--- config.mk ---
export PLATFORM = sky130hd
export DESIGN_NAME = matmul_sequencer
export DESIGN_NICKNAME = d
export VERILOG_FILES = /design/src/rtl/matmul_sequencer.sv
export SDC_FILE = /design/constraint.sdc
export NUM_CORES = 1
export LEC_CHECK = 0
export CELL_PAD_IN_SITES_DETAIL_PLACEMENT = 1
export CELL_PAD_IN_SITES_GLOBAL_PLACEMENT = 1
export CORE_ASPECT_RATIO = 1.1
export CORE_MARGIN = 2
export CORE_UTILIZATION = 40
export CTS_BUF_LIST = sky130_fd_sc_hd__clkbuf_4 sky130_fd_sc_hd__clkbuf_8
export CTS_CLUSTER_SIZE = 10
export DETAILED_ROUTE_END_ITERATION = 6
export PLACE_DENSITY = 0.84
export REMOVE_ABC_BUFFERS = 1
export SLEW_MARGIN = 20
export SYNTH_ARGS = -nofsm -noshare
export SYNTH_HDL_FRONTEND = slang
export SYNTH_SLANG_ARGS = --single-unit
--- constraint.sdc ---
create_clock -name clk -period 7.2 [get_ports clk]
set_input_delay 1.44 -clock clk [delete_from_list [all_inputs] [get_ports clk]]
set_output_delay 1.44 -clock clk [all_outputs]
set_load 0.005 [all_outputs]
--- src/rtl/matmul_sequencer.sv ---
// matmul_sequencer: sequences one NxN signed matrix multiply C = A*B.
// Issues one (i,j,k) read per cycle to MEM_A/MEM_B, accumulates one product
// per cycle and writes each finished C element to MEM_C.
// Ports:
//   clk, rstn          clock; synchronous active-high reset
//   start              run request, sampled only in IDLE
//   busy, done         run in progress; one-cycle completion pulse
//   a_re/a_addr/a_rdata  MEM_A read port, address i*N+k, data one cycle later
//   b_re/b_addr/b_rdata  MEM_B read port, address k*N+j, data one cycle later
//   c_we/c_addr/c_wdata  MEM_C write port, address i*N+j
module matmul_sequencer #(
  parameter int unsigned N    = 64,
  parameter int unsigned LOGN = 6,
  parameter int unsigned AW   = 12,
  parameter int unsigned DW   = 8,
  parameter int unsigned ACCW = 22
) (
  input  logic            clk,
  input  logic            rstn,
  input  logic            start,
  output logic            busy,
  output logic            done,
  output logic            a_re,
  output logic [AW-1:0]   a_addr,
  input  logic [DW-1:0]   a_rdata,
  output logic            b_re,
  output logic [AW-1:0]   b_addr,
  input  logic [DW-1:0]   b_rdata,
  output logic            c_we,
  output logic [AW-1:0]   c_addr,
  output logic [ACCW-1:0] c_wdata
);

  localparam int unsigned PW = 2 * DW;
  localparam logic [LOGN-1:0] IDX_MAX = LOGN'(N - 1);

  typedef enum logic [1:0] {
    S_IDLE,
    S_RUN,
    S_DRAIN,
    S_DONE
  } state_t;

  state_t state, state_d;

  // Current issue indices; a_addr/b_addr always hold the matching addresses.
  logic [LOGN-1:0] i, j, k;
  logic [LOGN-1:0] i_d, j_d, k_d;
  logic [LOGN-1:0] ni, nj, nk;
  logic            busy_d, done_d, re_d;
  logic [AW-1:0]   a_addr_d, b_addr_d;

  // Data-cycle tags, aligned with the read data.
  logic            p_valid, p_first, p_last;
  logic [AW-1:0]   p_caddr;
  logic [ACCW-1:0] acc, acc_sum;
  logic signed [PW-1:0] prod;

  // Counter step: k fastest, then j, then i.
  always_comb begin
    nk = k + 1'b1;
    nj = (k == IDX_MAX) ? j + 1'b1 : j;
    ni = (k == IDX_MAX && j == IDX_MAX) ? i + 1'b1 : i;
  end

  // Next-state and registered-output logic.
  always_comb begin
    state_d  = state;
    i_d      = i;
    j_d      = j;
    k_d      = k;
    busy_d   = busy;
    done_d   = 1'b0;
    re_d     = 1'b0;
    a_addr_d = '0;
    b_addr_d = '0;
    case (state)
      S_IDLE: begin
        if (start) begin
          state_d = S_RUN;
          i_d     = '0;
          j_d     = '0;
          k_d     = '0;
          busy_d  = 1'b1;
          re_d    = 1'b1;
        end
      end
      S_RUN: begin
        i_d = ni;
        j_d = nj;
        k_d = nk;
        if (i == IDX_MAX && j == IDX_MAX && k == IDX_MAX) begin
          state_d = S_DRAIN;
        end else begin
          re_d     = 1'b1;
          a_addr_d = AW'({ni, nk});
          b_addr_d = AW'({nk, nj});
        end
      end
      S_DRAIN: begin
        // The final write is the only one with nothing left in the data stage.
        if (c_we && !p_valid) begin
          state_d = S_DONE;
          done_d  = 1'b1;
        end
      end
      S_DONE: begin
        state_d = S_IDLE;
        busy_d  = 1'b0;
      end
      default: begin
        state_d = S_IDLE;
        busy_d  = 1'b0;
      end
    endcase
  end

  // State and issue-side registers.
  always_ff @(posedge clk) begin
    if (rstn) begin
      state  <= S_IDLE;
      i      <= '0;
      j      <= '0;
      k      <= '0;
      busy   <= 1'b0;
      done   <= 1'b0;
      a_re   <= 1'b0;
      b_re   <= 1'b0;
      a_addr <= '0;
      b_addr <= '0;
    end else begin
      state  <= state_d;
      i      <= i_d;
      j      <= j_d;
      k      <= k_d;
      busy   <= busy_d;
      done   <= done_d;
      a_re   <= re_d;
      b_re   <= re_d;
      a_addr <= a_addr_d;
      b_addr <= b_addr_d;
    end
  end

  // MAC: signed product, sign-extended, summed modulo 2^ACCW.
  always_comb begin
    prod    = $signed(a_rdata) * $signed(b_rdata);
    acc_sum = (p_first ? '0 : acc) + {{(ACCW - PW){prod[PW-1]}}, prod};
  end

  // Tag pipeline, accumulator and writeback.
  always_ff @(posedge clk) begin
    if (rstn) begin
      p_valid <= 1'b0;
      p_first <= 1'b0;
      p_last  <= 1'b0;
      p_caddr <= '0;
      acc     <= '0;
      c_we    <= 1'b0;
      c_addr  <= '0;
      c_wdata <= '0;
    end else begin
      p_valid <= a_re;
      p_first <= a_re && (k == '0);
      p_last  <= a_re && (k == IDX_MAX);
      p_caddr <= AW'({i, j});
      if (p_valid) begin
        acc <= acc_sum;
      end
      c_we <= p_valid && p_last;
      if (p_valid && p_last) begin
        c_addr  <= p_caddr;
        c_wdata <= acc_sum;
      end
    end
  end

endmodule

# After elaboration in Yosys (flattened, before gate mapping)
# Index checks and enable logic that the tools add are counted.
[word_totals] ram_bits=0 romBits=0 ff_bits=119 in_bits=19 out_inout_bits=63 latchBits=0 memories=0
[op_classes] reduce_logical=17 mul=1 muxes=17 add_sub_neg=4 order_cmp=0 div=0 n_eq_ne=9 bitwise=2 shifts=0
[op_table] operator="one-hot mux 6 bit (2 select lines)" n=3
[op_table] operator="adder 22 bit" n=1
[op_table] operator="2-to-1 mux 22 bit" n=1
[op_table] operator="adder 6 x 1 -> 6 bit, second input constant" n=3
[op_table] operator="== test 6 bit, second input constant" n=3
[op_table] operator="2-to-1 mux 6 bit" n=3
[op_table] operator="multiplier 8 x 8 -> 16 bit" n=1
[op_table] operator="one-hot mux 2 bit (4 select lines)" n=1
[op_table] operator="logical AND 1 bit" n=7
[op_table] operator="logical NOT 6 bit" n=1
[op_table] operator="2-to-1 mux 2 bit" n=3
[op_table] operator="inequality test 2 bit, second input constant" n=3
[op_table] operator="== test 2 bit, second input constant" n=2
[op_table] operator="2-to-1 mux 1 bit" n=4
[op_table] operator="one-hot mux 1 bit (2 select lines)" n=2
[op_table] operator="AND reduction 2 bit" n=2
[op_table] operator="nonzero test 2 bit" n=2
[op_table] operator="AND reduction 3 bit" n=1
[op_table] operator="OR reduction 3 bit" n=1
[op_table] operator="== test 2 x 1 -> 1 bit, second input constant" n=1
[op_table] operator="logical NOT 2 bit" n=1
[op_table] operator="NOT 1 bit" n=2
[op_table] operator="OR reduction 2 bit" n=1
[op_table] operator="logical NOT 1 bit" n=1

# Logic depth before layout (Yosys ltp)
# Gate-level depths: netlist (run 1).
[logic_depth] ltp_word=5 ltp_mapped=26

# Worst setup path after synthesis (run 1)
# No wires, ideal clock.
[synth_path] kind="input to register" start="input port a_rdata[3]" end="register c_wdata[21]" t_required_ns=7.066 path_slack_ns=0.269 path_stages=25 setup_ns=0.134 path_buffers=0 arrival_time_ns=6.798 cell_sequence="and2_1 > fa_1 > inv_1 > fa_1 > inv_1 > fa_1 > inv_1 > fa_1 > inv_1 > ha_1 > a21oi_1 > o21bai_1 > a21oi_1 > o21bai_1 > a21oi_1 > xnor2_1 > ha_1 > a21o_1 > a21o_1 > a2111o_1 > a21oi_1 > nor3b_1 > a21oi_1 > mux2i_1 > a311oi_1"
[synth_between] elab_chain_cells=2
[synth_lines] item="start: declaration" line="25" text="input logic [DW-1:0] a_rdata,"
[synth_lines] item="multiplier 8 x 8 -> 16 bit" line="147" text="prod = $signed(a_rdata) * $signed(b_rdata);"
[synth_lines] item="adder 22 bit" line="148" text="acc_sum = (p_first ? '0 : acc) + {{(ACCW - PW){prod[PW-1]}}, prod};"
[synth_lines] item="end signal: assignment" line="173" text="c_wdata <= acc_sum;"
[synth_lines] item="end: declaration" line="31" text="output logic [ACCW-1:0] c_wdata"
# Every way passes these cells.
# A chain may end at the register's enable or synchronous reset.

# Final worst setup path (run 1)
[layout_path] start="input port a_rdata[0]" end="register acc[18]"
[layout_between] elab_chain_cells=2
[layout_lines] item="multiplier 8 x 8 -> 16 bit" line="147"
[layout_lines] item="adder 22 bit" line="148"
[layout_lines] item="end signal: assignment" line="168" text="acc <= acc_sum;"
[layout_lines] item="end: declaration" line="56" text="logic [ACCW-1:0] acc, acc_sum;"
# Every way passes these cells.

==> results of run 1 <==
-- cell type report --
type                       instances  area (um2)
sequential                       113        2260
tap                              252         315
multi-input combinational        657        5260
inverter                         108         405
fill                            2289        9390
timing repair buffer             187        1600
clock buffer                      18         241
clock inverter                    13         188
-- routing by layer --
| layer | share of wire | GRT usage | vias up |
|---|---|---|---|
| met3 | 0.031 | 0.0302 | 44 |
| li1 | - | - | 3323 |
| met2 | 0.54 | 0.430 | 142 |
| met5 | 0 | 0 | - |
| met1 | 0.40 | 0.240 | 3454 |
| met4 | 0.021 | 0.0755 | 0 |
-- power breakdown --
part           internal [W]  switching [W]  leakage (nW)
sequential         0.000680      0.0000370         0.913
clock              0.000380       0.000272         0.209
combinational       0.00176        0.00191          3.39
total               0.00281        0.00222          4.51
-- worst min-delay path by stage --
stage | slack [ps] | cells after the start | startpoint | to
after floorplan | 410 | 2 | p_caddr[0] | c_addr[0]
after global placement | 430 | 2 | p_caddr[5] | c_addr[5]
after detailed placement | 430 | 2 | p_caddr[8] | c_addr[8]
after CTS | 440 | 2 | p_caddr[8] | c_addr[8]
after global routing | 460 | 2 | p_caddr[6] | c_addr[6]
final | 440 | 2 | p_caddr[8] | c_addr[8]
-- cells in the mapped netlist (11+ instances only) --
cell      number  area (um2)
o21ai_1       14        70.1
dfxtp_1      113        2260
a21oi_1       57         285
xnor2_1       34         298
ha_1          57         713
mux2i_1       17         170
xor2_1        11        96.3
nor2b_1       38         238
a21o_1        16         120
and2_1        46         288
nand2_1       94         353
fa_1          56        1120
inv_1        107         402
o21ai_0       23         115
clkbuf_1      20        75.1
nor2_1        78         293
nand2b_1      12        75.1
-- repair_timing --
item | 4_1_cts | 5_1_grt
pin swaps | 6 | 30
hold endpoints to repair | 0 | 0
gates resized for setup | 19 | 45
setup endpoints to repair | 10 | 14
buffers inserted | 2 | 5
-- stage by stage --
| stage | hold WS [ps] | cell area [um2] |
|---|---|---|
| 3_3_place_gp | 425 | 9640 |
| 2_1_floorplan | 411 | 7770 |
| 3_5_place_dp | 430 | 9640 |
| 4_1_cts | 441 | 10100 |
| 6_report | 435 | 10300 |
| 5_1_grt | 464 | 10300 |
-- state kept, by name, summed over array words and instances (netlist names) --
signal	cells
p_valid	1
acc	22
c_we	1
c_addr	12
p_first	1
done	1
b_addr	6
c_wdata	22
p_last	1
i	6
j	6
p_caddr	12
b_re	1
a_addr	12
state	2
busy	1
k	6
-- logic make-up (layout without fill, tap and decap cells) --
group                    Yosys count  in the layout  share of synthesized area
flip-flops                       113            113                      0.285
buffers and inverters            143            326                     0.0714
adder cells (fa/ha/maj)          113            113                      0.231
AND/OR/NAND/NOR                  306            306                      0.192
multiplexers                      17             17                     0.0214
AO/OA/AOI/OAI                    173            173                      0.141
XOR/XNOR                          48             48                     0.0574
-- worst max-delay path: stages --
cell	delay, ps
clkdlybuf4s50_1	500
nand2b_4	140
fa_1	430
fa_1	520
inv_1	70
fa_1	550
inv_1	70
fa_1	530
inv_1	70
ha_4	280
a21oi_4	60
o21bai_2	140
a21oi_2	80
o21bai_1	200
a21oi_2	100
buf_4	140
o21ai_0	290
nand3_1	140
ha_1	390
a21oi_1	160
o21ai_0	100
a221o_2	440
a31oi_1	230
xor2_1	250
o22ai_1	100
==> impl_metrics.env, run 1 <==
export IMPL_async_flop_share=0
export IMPL_dr_total_vias=6963
export IMPL_synth_ff_type="dfxtp_1"
export IMPL_die_w_um=138
export IMPL_place_port_buffers=81
export IMPL_power_w=0.00503
export IMPL_r2r_cells=12
export IMPL_place_congestion=0.846
export IMPL_syn2layout_area_growth_pct=29.5
export IMPL_htree_num_levels=4
export IMPL_fin_crit_sh=0.987
export IMPL_root_buffer="clkbuf_8"
export IMPL_viasPerCell=5.17
export IMPL_final_setup_skew_ps=14.7
export IMPL_cp_max_fo=5
export IMPL_reg2reg_from="p_first"
export IMPL_drive_gt1_frac=0.181
export IMPL_status="finished, final reports clean"
export IMPL_cp_startpoint="a_rdata[0]"
export IMPL_critPathArrivalTime_ps=7390
export IMPL_cts_tree="built"
export IMPL_timing_fmax_ghz=0.141
export IMPL_tns_ps=0
export IMPL_worst_ep_required_time_ps=7490
export IMPL_layout_common_cells="dfxtp_1 (113), buf_4 (104), inv_1 (103)"
export IMPL_remaining_drc_errors=0
export IMPL_hold_viol=0
export IMPL_cts_max_path_buffers=2
export IMPL_wl_per_cell_um=16.9
export IMPL_ys_seq_elements=113
export IMPL_vdd_ir_drop_max_mv=0.273
export IMPL_maxSlewHeadroom=0.438
export IMPL_p_leak_nw=4.51
export IMPL_hold_buffers=0
export IMPL_ys_seq_area_frac=0.285
export IMPL_drv_cap=0
export IMPL_grt_pass1_vias=7619
export IMPL_grt_setup_unrepaired="yes"
export IMPL_hold_path_class="reg -> reg"
export IMPL_path_class="in -> reg"
export IMPL_worst_pin_slew_ps=843
export IMPL_core_um2=19700
export IMPL_grtUsageTotal=0.218
export IMPL_die_h_um=152
export IMPL_antenna_found_initial=0
export IMPL_drv_slew=0
export IMPL_utilization=0.522
export IMPL_power_density_nw_per_um2=490
export IMPL_netlist_area_um2=7940
export IMPL_dr_pass1_iters=4
export IMPL_ant_nets=0
export IMPL_die_area_um2=21000
export IMPL_hpwl_mm=16.8
export IMPL_io_pins=82
export IMPL_final_nets=1216
export IMPL_reg2reg_slack_ps=3780
export IMPL_start_kind="primary input"
export IMPL_setup_viol=0
export IMPL_fin_crit_ps=7100
export IMPL_clk_latency_ps=440
export IMPL_synth_edff_count=0
export IMPL_crit_end="acc[18]"
export IMPL_cts_num_sinks=113
export IMPL_finalNonFillerCells=1348
export IMPL_gr_total_overflow=0
export IMPL_place_inst=1310
export IMPL_worst_slack_ps=97.2
export IMPL_start_util=0.404
export IMPL_endpoint_kind="flip-flop"
export IMPL_rows=54
export IMPL_wl_mm=22.7
export IMPL_drt_iter0_markers=209
export IMPL_final_common_cell="dfxtp_1"
export IMPL_grt_max_degree=71
export IMPL_numCtsBuffers=17
export IMPL_syn_avg_cell_area_um2=8.69
export IMPL_diodes=0
export IMPL_grt_first_pass_wirelength_mm=37.1
export IMPL_ys_warn_count=0
export IMPL_pre_cts_ws_ps=-642
export IMPL_yosysUniqueCellTypes=65
export IMPL_synthCells=913
export IMPL_clkTransAtPathRegs_ps=80
export IMPL_timing_rr_end="acc[18]"
No activity file was read; power rests on OpenSTA's default activity.
==> run 2: changes to the inputs <==
--- a/config.mk
+++ b/config.mk
@@ -15,6 +15,7 @@
 export DETAILED_ROUTE_END_ITERATION = 6
 export PLACE_DENSITY = 0.84
 export REMOVE_ABC_BUFFERS = 1
+export SETUP_SLACK_MARGIN = 0.05
 export SLEW_MARGIN = 20
 export SYNTH_ARGS = -nofsm -noshare
 export SYNTH_HDL_FRONTEND = slang
==> run 2 against run 1 <==
  * Core utilization up 0.083 points
  * Setup slack better by 87 ps
  * Total power is 1.0% higher
  * Wire length grew 0.86%
  * Largest cell class unchanged
==> impl_metrics.env, run 2 (same netlist as run 1, synthesis figures left out) <==
export IMPL_r2r_cells=12
export IMPL_worst_hold_slack_ps=435
export IMPL_grt_first_pass_wirelength_mm=37.1
export IMPL_timing_rr_end="acc[18]"
export IMPL_syn2layout_area_growth_pct=29.7
export IMPL_cp_max_fo=5
export IMPL_drv_cap=0
export IMPL_cts_tree="built"
export IMPL_wl_per_cell_um=17.0
export IMPL_viasPerCell=5.16
export IMPL_reg2reg_from="p_first"
export IMPL_grtUsageTotal=0.218
export IMPL_dr_total_vias=6955
export IMPL_hold_buffers=0
export IMPL_diodes=0
export IMPL_fin_crit_ps=7020
export IMPL_place_congestion=0.846
export IMPL_rows=54
export IMPL_hold_path_class="reg -> reg"
export IMPL_cp_startpoint="b_rdata[2]"
export IMPL_io_pins=82
export IMPL_final_common_cell="dfxtp_1"
export IMPL_start_util=0.404
export IMPL_cts_max_path_buffers=2
export IMPL_reg_top3="acc x22, c_wdata x22"
export IMPL_wl_mm=22.9
export IMPL_gr_total_overflow=0
export IMPL_place_port_buffers=81
export IMPL_critPathArrivalTime_ps=7310
export IMPL_root_buffer="clkbuf_8"
export IMPL_crit_end="c_wdata[21]"
export IMPL_ant_nets=0
export IMPL_maxSlewHeadroom=0.440
export IMPL_start_kind="primary input"
export IMPL_cts_num_sinks=113
export IMPL_die_h_um=152
export IMPL_grt_setup_unrepaired="no"
export IMPL_p_leak_nw=4.51
export IMPL_remaining_drc_errors=0
export IMPL_tns_ps=0
export IMPL_numCtsBuffers=17
export IMPL_reg2reg_slack_ps=3770
export IMPL_vdd_ir_drop_max_mv=0.275
export IMPL_dr_pass1_iters=4
export IMPL_fin_crit_sh=0.974
export IMPL_layout_common_cells="dfxtp_1 (113), inv_1 (104), buf_4 (103)"
export IMPL_worst_pin_slew_ps=839
export IMPL_nFillCells=2286
export IMPL_worst_ep_required_time_ps=7490
export IMPL_core_um2=19700
export IMPL_hold_viol=0
export IMPL_die_area_um2=21000
export IMPL_grt_pass1_vias=7639
export IMPL_setup_viol=0
export IMPL_hpwl_mm=16.8
export IMPL_drv_slew=0
export IMPL_drt_iter0_markers=231
export IMPL_antenna_found_initial=0
export IMPL_endpoint_kind="flip-flop"
export IMPL_final_setup_skew_ps=14.8
export IMPL_htree_num_levels=4
export IMPL_power_density_nw_per_um2=494
export IMPL_final_nets=1216
export IMPL_die_w_um=138
export IMPL_clkTransAtPathRegs_ps=80
export IMPL_path_class="in -> reg"
export IMPL_status="finished, final reports clean"
export IMPL_clk_latency_ps=440
export IMPL_grt_max_degree=71
export IMPL_drive_gt1_frac=0.184
export IMPL_timing_fmax_ghz=0.143
-- run 2: metrics by stage --
stage | cells | area (um2) | utilization | power [W] | setup slack, ps
floorplan | 878 | 7770 | - | 0.00277 | 255
global placement | 1310 | 9640 | 0.490 | 0.00386 | -473
detailed placement | 1310 | 9640 | 0.490 | 0.00402 | -642
CTS | 1343 | 10100 | 0.514 | 0.00481 | 50.6
global route | 1348 | 10300 | 0.523 | 0.00548 | 3.78
finish | 1348 | 10300 | 0.523 | 0.00508 | 184
-- run 2: area by class of cell --
type                       instances  area [um2]  area share
multi-input combinational        657        5290       0.514
sequential                       113        2260       0.220
timing repair buffer             187        1590       0.155
inverter                         108         405      0.0394
tap                              252         315      0.0306
clock buffer                      18         241      0.0235
clock inverter                    13         188      0.0182
-- run 2: worst max-delay path, stage by stage --
cell and delay [ps]:
dlygate4sd2_1 280, and2_4 170, fa_1 480, inv_1 60, fa_1 560, inv_1 70, fa_1 540, inv_1 70
fa_1 530, inv_1 70, ha_4 280, a21oi_4 60, o21bai_2 170, a21oi_2 90, o21bai_1 190, a21oi_2 100
buf_4 140, o21ai_0 190, nand3_1 110, ha_1 380, a2111o_1 440, a21oi_2 160, nor3b_2 90, a21oi_2 190
mux2i_2 330, a311oi_1 130
-- run 2: timing repair --
item                                   in CTS  in global routing
gates resized for setup                    23                 49
endpoints found under the hold margin       0                  0
setup endpoints to repair                  12                 14
buffers inserted                            2                  5
pin swaps                                  10                 32
-- run 2: metal layers --
metal  vias to the layer above  global-route usage  wire length [um]  share of wire
met4                         0              0.0821               472          0.021
met2                       121               0.429             12500           0.54
li1                       3322                   -                 -              -
met1                      3475               0.240              9430           0.41
met3                        37              0.0273               563          0.025
met5                         -                   0                 0              0
-- run 2: worst min-delay path by stage --
stage / startpoint / endpoint / depth (start not counted)
final: p_caddr[8] / c_addr[8] / 2
after global routing: p_caddr[6] / c_addr[6] / 2
after CTS: p_caddr[8] / c_addr[8] / 2
after detailed placement: p_caddr[8] / c_addr[8] / 2
after global placement: p_caddr[5] / c_addr[5] / 2
after floorplan: p_caddr[0] / c_addr[0] / 2
-- run 2: power by group --
| part | switching (W) | internal (W) |
|---|---|---|
| clock | 0.000273 | 0.000380 |
| sequential | 0.0000380 | 0.000680 |
| combinational | 0.00194 | 0.00177 |
| total | 0.00225 | 0.00283 |
==> run 3: changes to the inputs <==
--- a/config.mk
+++ b/config.mk
@@ -9,11 +9,11 @@
 export CELL_PAD_IN_SITES_GLOBAL_PLACEMENT = 1
 export CORE_ASPECT_RATIO = 1.1
 export CORE_MARGIN = 2
-export CORE_UTILIZATION = 40
+export CORE_UTILIZATION = 33
 export CTS_BUF_LIST = sky130_fd_sc_hd__clkbuf_4 sky130_fd_sc_hd__clkbuf_8
 export CTS_CLUSTER_SIZE = 10
 export DETAILED_ROUTE_END_ITERATION = 6
-export PLACE_DENSITY = 0.84
+export PLACE_DENSITY = 0.72
 export REMOVE_ABC_BUFFERS = 1
 export SETUP_SLACK_MARGIN = 0.05
 export SLEW_MARGIN = 20
==> run 3 against run 2 <==
  * Cell count up 3.2%
  * Worst hold slack better by 1.5 ps
  * First-iteration DRC count down 32%
  * Fmax up 2.1%
  * Total power down 6.7%
  * Register-to-register slack better by 50 ps
  * Clock power down 5.1%
  * Core utilization down 9.3 points
  * Critical endpoint unchanged
==> impl_metrics.env, run 3 (same netlist as run 1, synthesis figures left out) <==
export IMPL_status="finished, final reports clean"
export IMPL_syn2layout_area_growth_pct=28.1
export IMPL_start_util=0.336
export IMPL_critPathArrivalTime_ps=7160
export IMPL_wl_per_cell_um=14.7
export IMPL_ant_nets=0
export IMPL_layout_common_cells="dfxtp_1 (113), inv_1 (107), buf_4 (95)"
export IMPL_place_port_buffers=81
export IMPL_design_area_um2=10200
export IMPL_pre_cts_ws_ps=-721
export IMPL_timing_rr_end="acc[18]"
export IMPL_final_common_cell="dfxtp_1"
export IMPL_setup_viol=0
export IMPL_rows=59
export IMPL_place_congestion=0.835
export IMPL_hold_path_startpoint="p_caddr[9]"
export IMPL_path_common_cell="a21oi_2"
export IMPL_numCtsBuffers=17
export IMPL_remaining_drc_errors=0
export IMPL_slowest_delay_ps=550
export IMPL_place_area_um2=9640
export IMPL_antenna_found_initial=0
export IMPL_gr_total_overflow=0
export IMPL_hold_buffers=0
export IMPL_power_density_nw_per_um2=466
export IMPL_wl_mm=20.5
export IMPL_p_int_w=0.00263
export IMPL_grt_max_degree=80
export IMPL_p_sw_frac=0.445
export IMPL_root_buffer="clkbuf_8"
export IMPL_viasPerCell=4.77
export IMPL_reg_top3="acc x22, c_wdata x22"
export IMPL_final_nets=1205
export IMPL_clkTransAtPathRegs_ps=90
export IMPL_reg2reg_slack_ps=3820
export IMPL_die_h_um=167
export IMPL_htree_num_levels=4
export IMPL_dr_total_vias=6636
export IMPL_hold_depth=2
export IMPL_drive_gt1_frac=0.169
export IMPL_holdPathEnd="c_addr[9]"
export IMPL_cts_tree="built"
export IMPL_grtUsageTotal=0.167
export IMPL_io_pins=82
export IMPL_core_um2=23600
export IMPL_path_delay_family="adder cells"
export IMPL_grt_pass1_vias=7261
export IMPL_endpoint_kind="flip-flop"
export IMPL_path_class="in -> reg"
export IMPL_die_w_um=152
export IMPL_drt_iter0_markers=156
export IMPL_worst_pin_slew_ps=904
export IMPL_hold_viol=0
export IMPL_dr_pass1_iters=5
export IMPL_critPathBufInv=6
export IMPL_power_w=0.00474
export IMPL_worst_ep_required_time_ps=7490
export IMPL_worst_slack_ps=328
export IMPL_vdd_ir_drop_max_mv=0.233
export IMPL_place_inst=1355
export IMPL_p_comb_frac=0.720
export IMPL_pwr_share_seq=0.150
export IMPL_timing_fmax_ghz=0.146
export IMPL_p_leak_nw=4.44
export IMPL_cp_max_fo=4
export IMPL_hpwl_mm=15.7
export IMPL_grt_first_pass_wirelength_mm=35.5
export IMPL_grt_setup_unrepaired="no"
export IMPL_cts_num_sinks=113
export IMPL_drv_slew=0
export IMPL_finalNonFillerCells=1391
export IMPL_cts_max_path_buffers=2
export IMPL_fin_crit_sh=0.954
export IMPL_fin_crit_ps=6870
export IMPL_final_setup_skew_ps=23.2
export IMPL_p_clk_frac=0.131
export IMPL_maxSlewHeadroom=0.396
export IMPL_reg2reg_from="p_first"
export IMPL_switchingPower_w=0.00211
export IMPL_hold_path_class="reg -> reg"
export IMPL_r2r_cells=12
export IMPL_die_area_um2=25300
export IMPL_clk_latency_ps=440
export IMPL_diodes=0
export IMPL_cp_slowest_cell="fa_1"
export IMPL_start_kind="primary input"
export IMPL_drv_cap=0
[run 3: cell types whose count changed in the layout (fill, tap and decap cells not counted), sizes merged]
cell / before / now
buf: 107 / 96
dlygate4sd2: 8 / 0
clkbuf: 22 / 28
inv: 109 / 115
bufinv: 4 / 2
clkinvlp: 3 / 1
clkdlybuf4s15: 1 / 2
[run 3: how the worst max path moves through the flow]
stage,start,end,cells after the start
2_1_floorplan,a_rdata[3],acc[19],25
3_3_place_gp,b_rdata[4],acc[21],26
4_1_cts,a_rdata[0],c_wdata[21],25
3_5_place_dp,a_rdata[7],c_wdata[21],26
5_1_grt,b_rdata[5],c_wdata[20],24
6_report,b_rdata[7],c_wdata[21],26
[run 3: cell type report]
class | count | area, um2
Clock buffer | 17 | 234
Timing Repair Buffer | 176 | 1470
Clock inverter | 15 | 171
Sequential cell | 113 | 2260
Tap cell | 305 | 382
Inverter | 108 | 405
Multi-Input combinational cell | 657 | 5240
Fill cell | 2814 | 13500
[run 3: per-layer routing]
metal	GRT usage	wire length, um	up-vias
met5	0	0	-
met4	0.0455	233	0
met3	0.0336	761	19
met2	0.301	10400	94
met1	0.202	9070	3223
li1	-	-	3300
[run 3: through the flow]
stage               utilization  TNS, ps  hold WS, ps
finish                    0.430        0          437
global route              0.430        0          460
CTS                       0.428        0          442
detailed placement        0.408    -7950          430
global placement          0.408    -5780          422
floorplan                     -        0          411
[run 3: timing repair]
action / CTS / global route
pin swaps: 12 / 21
endpoints found under the setup margin: 14 / 16
buffers inserted: 2 / 2
resized for setup: 22 / 44
[run 3: power by group through the flow]
stage                     Sequential, W  Clock (W)  Combinational, W
after floorplan                0.000728          0           0.00204
after global placement         0.000721          0           0.00309
after detailed placement       0.000723          0           0.00317
after CTS                      0.000710   0.000636           0.00330
after global routing           0.000718   0.000665           0.00381
final                          0.000710   0.000620           0.00341
[run 3: worst register-to-register path: cells and delay by family, from the launching register on]
kind	cells	cell delay (ps)
AOI/OAI and AO/OA	7	1700
xor gates and xnor gates	1	190
adders and majority gates	2	640
buffers and inverters	1	290
DFF	1	320
and+or+nand+nor	1	90
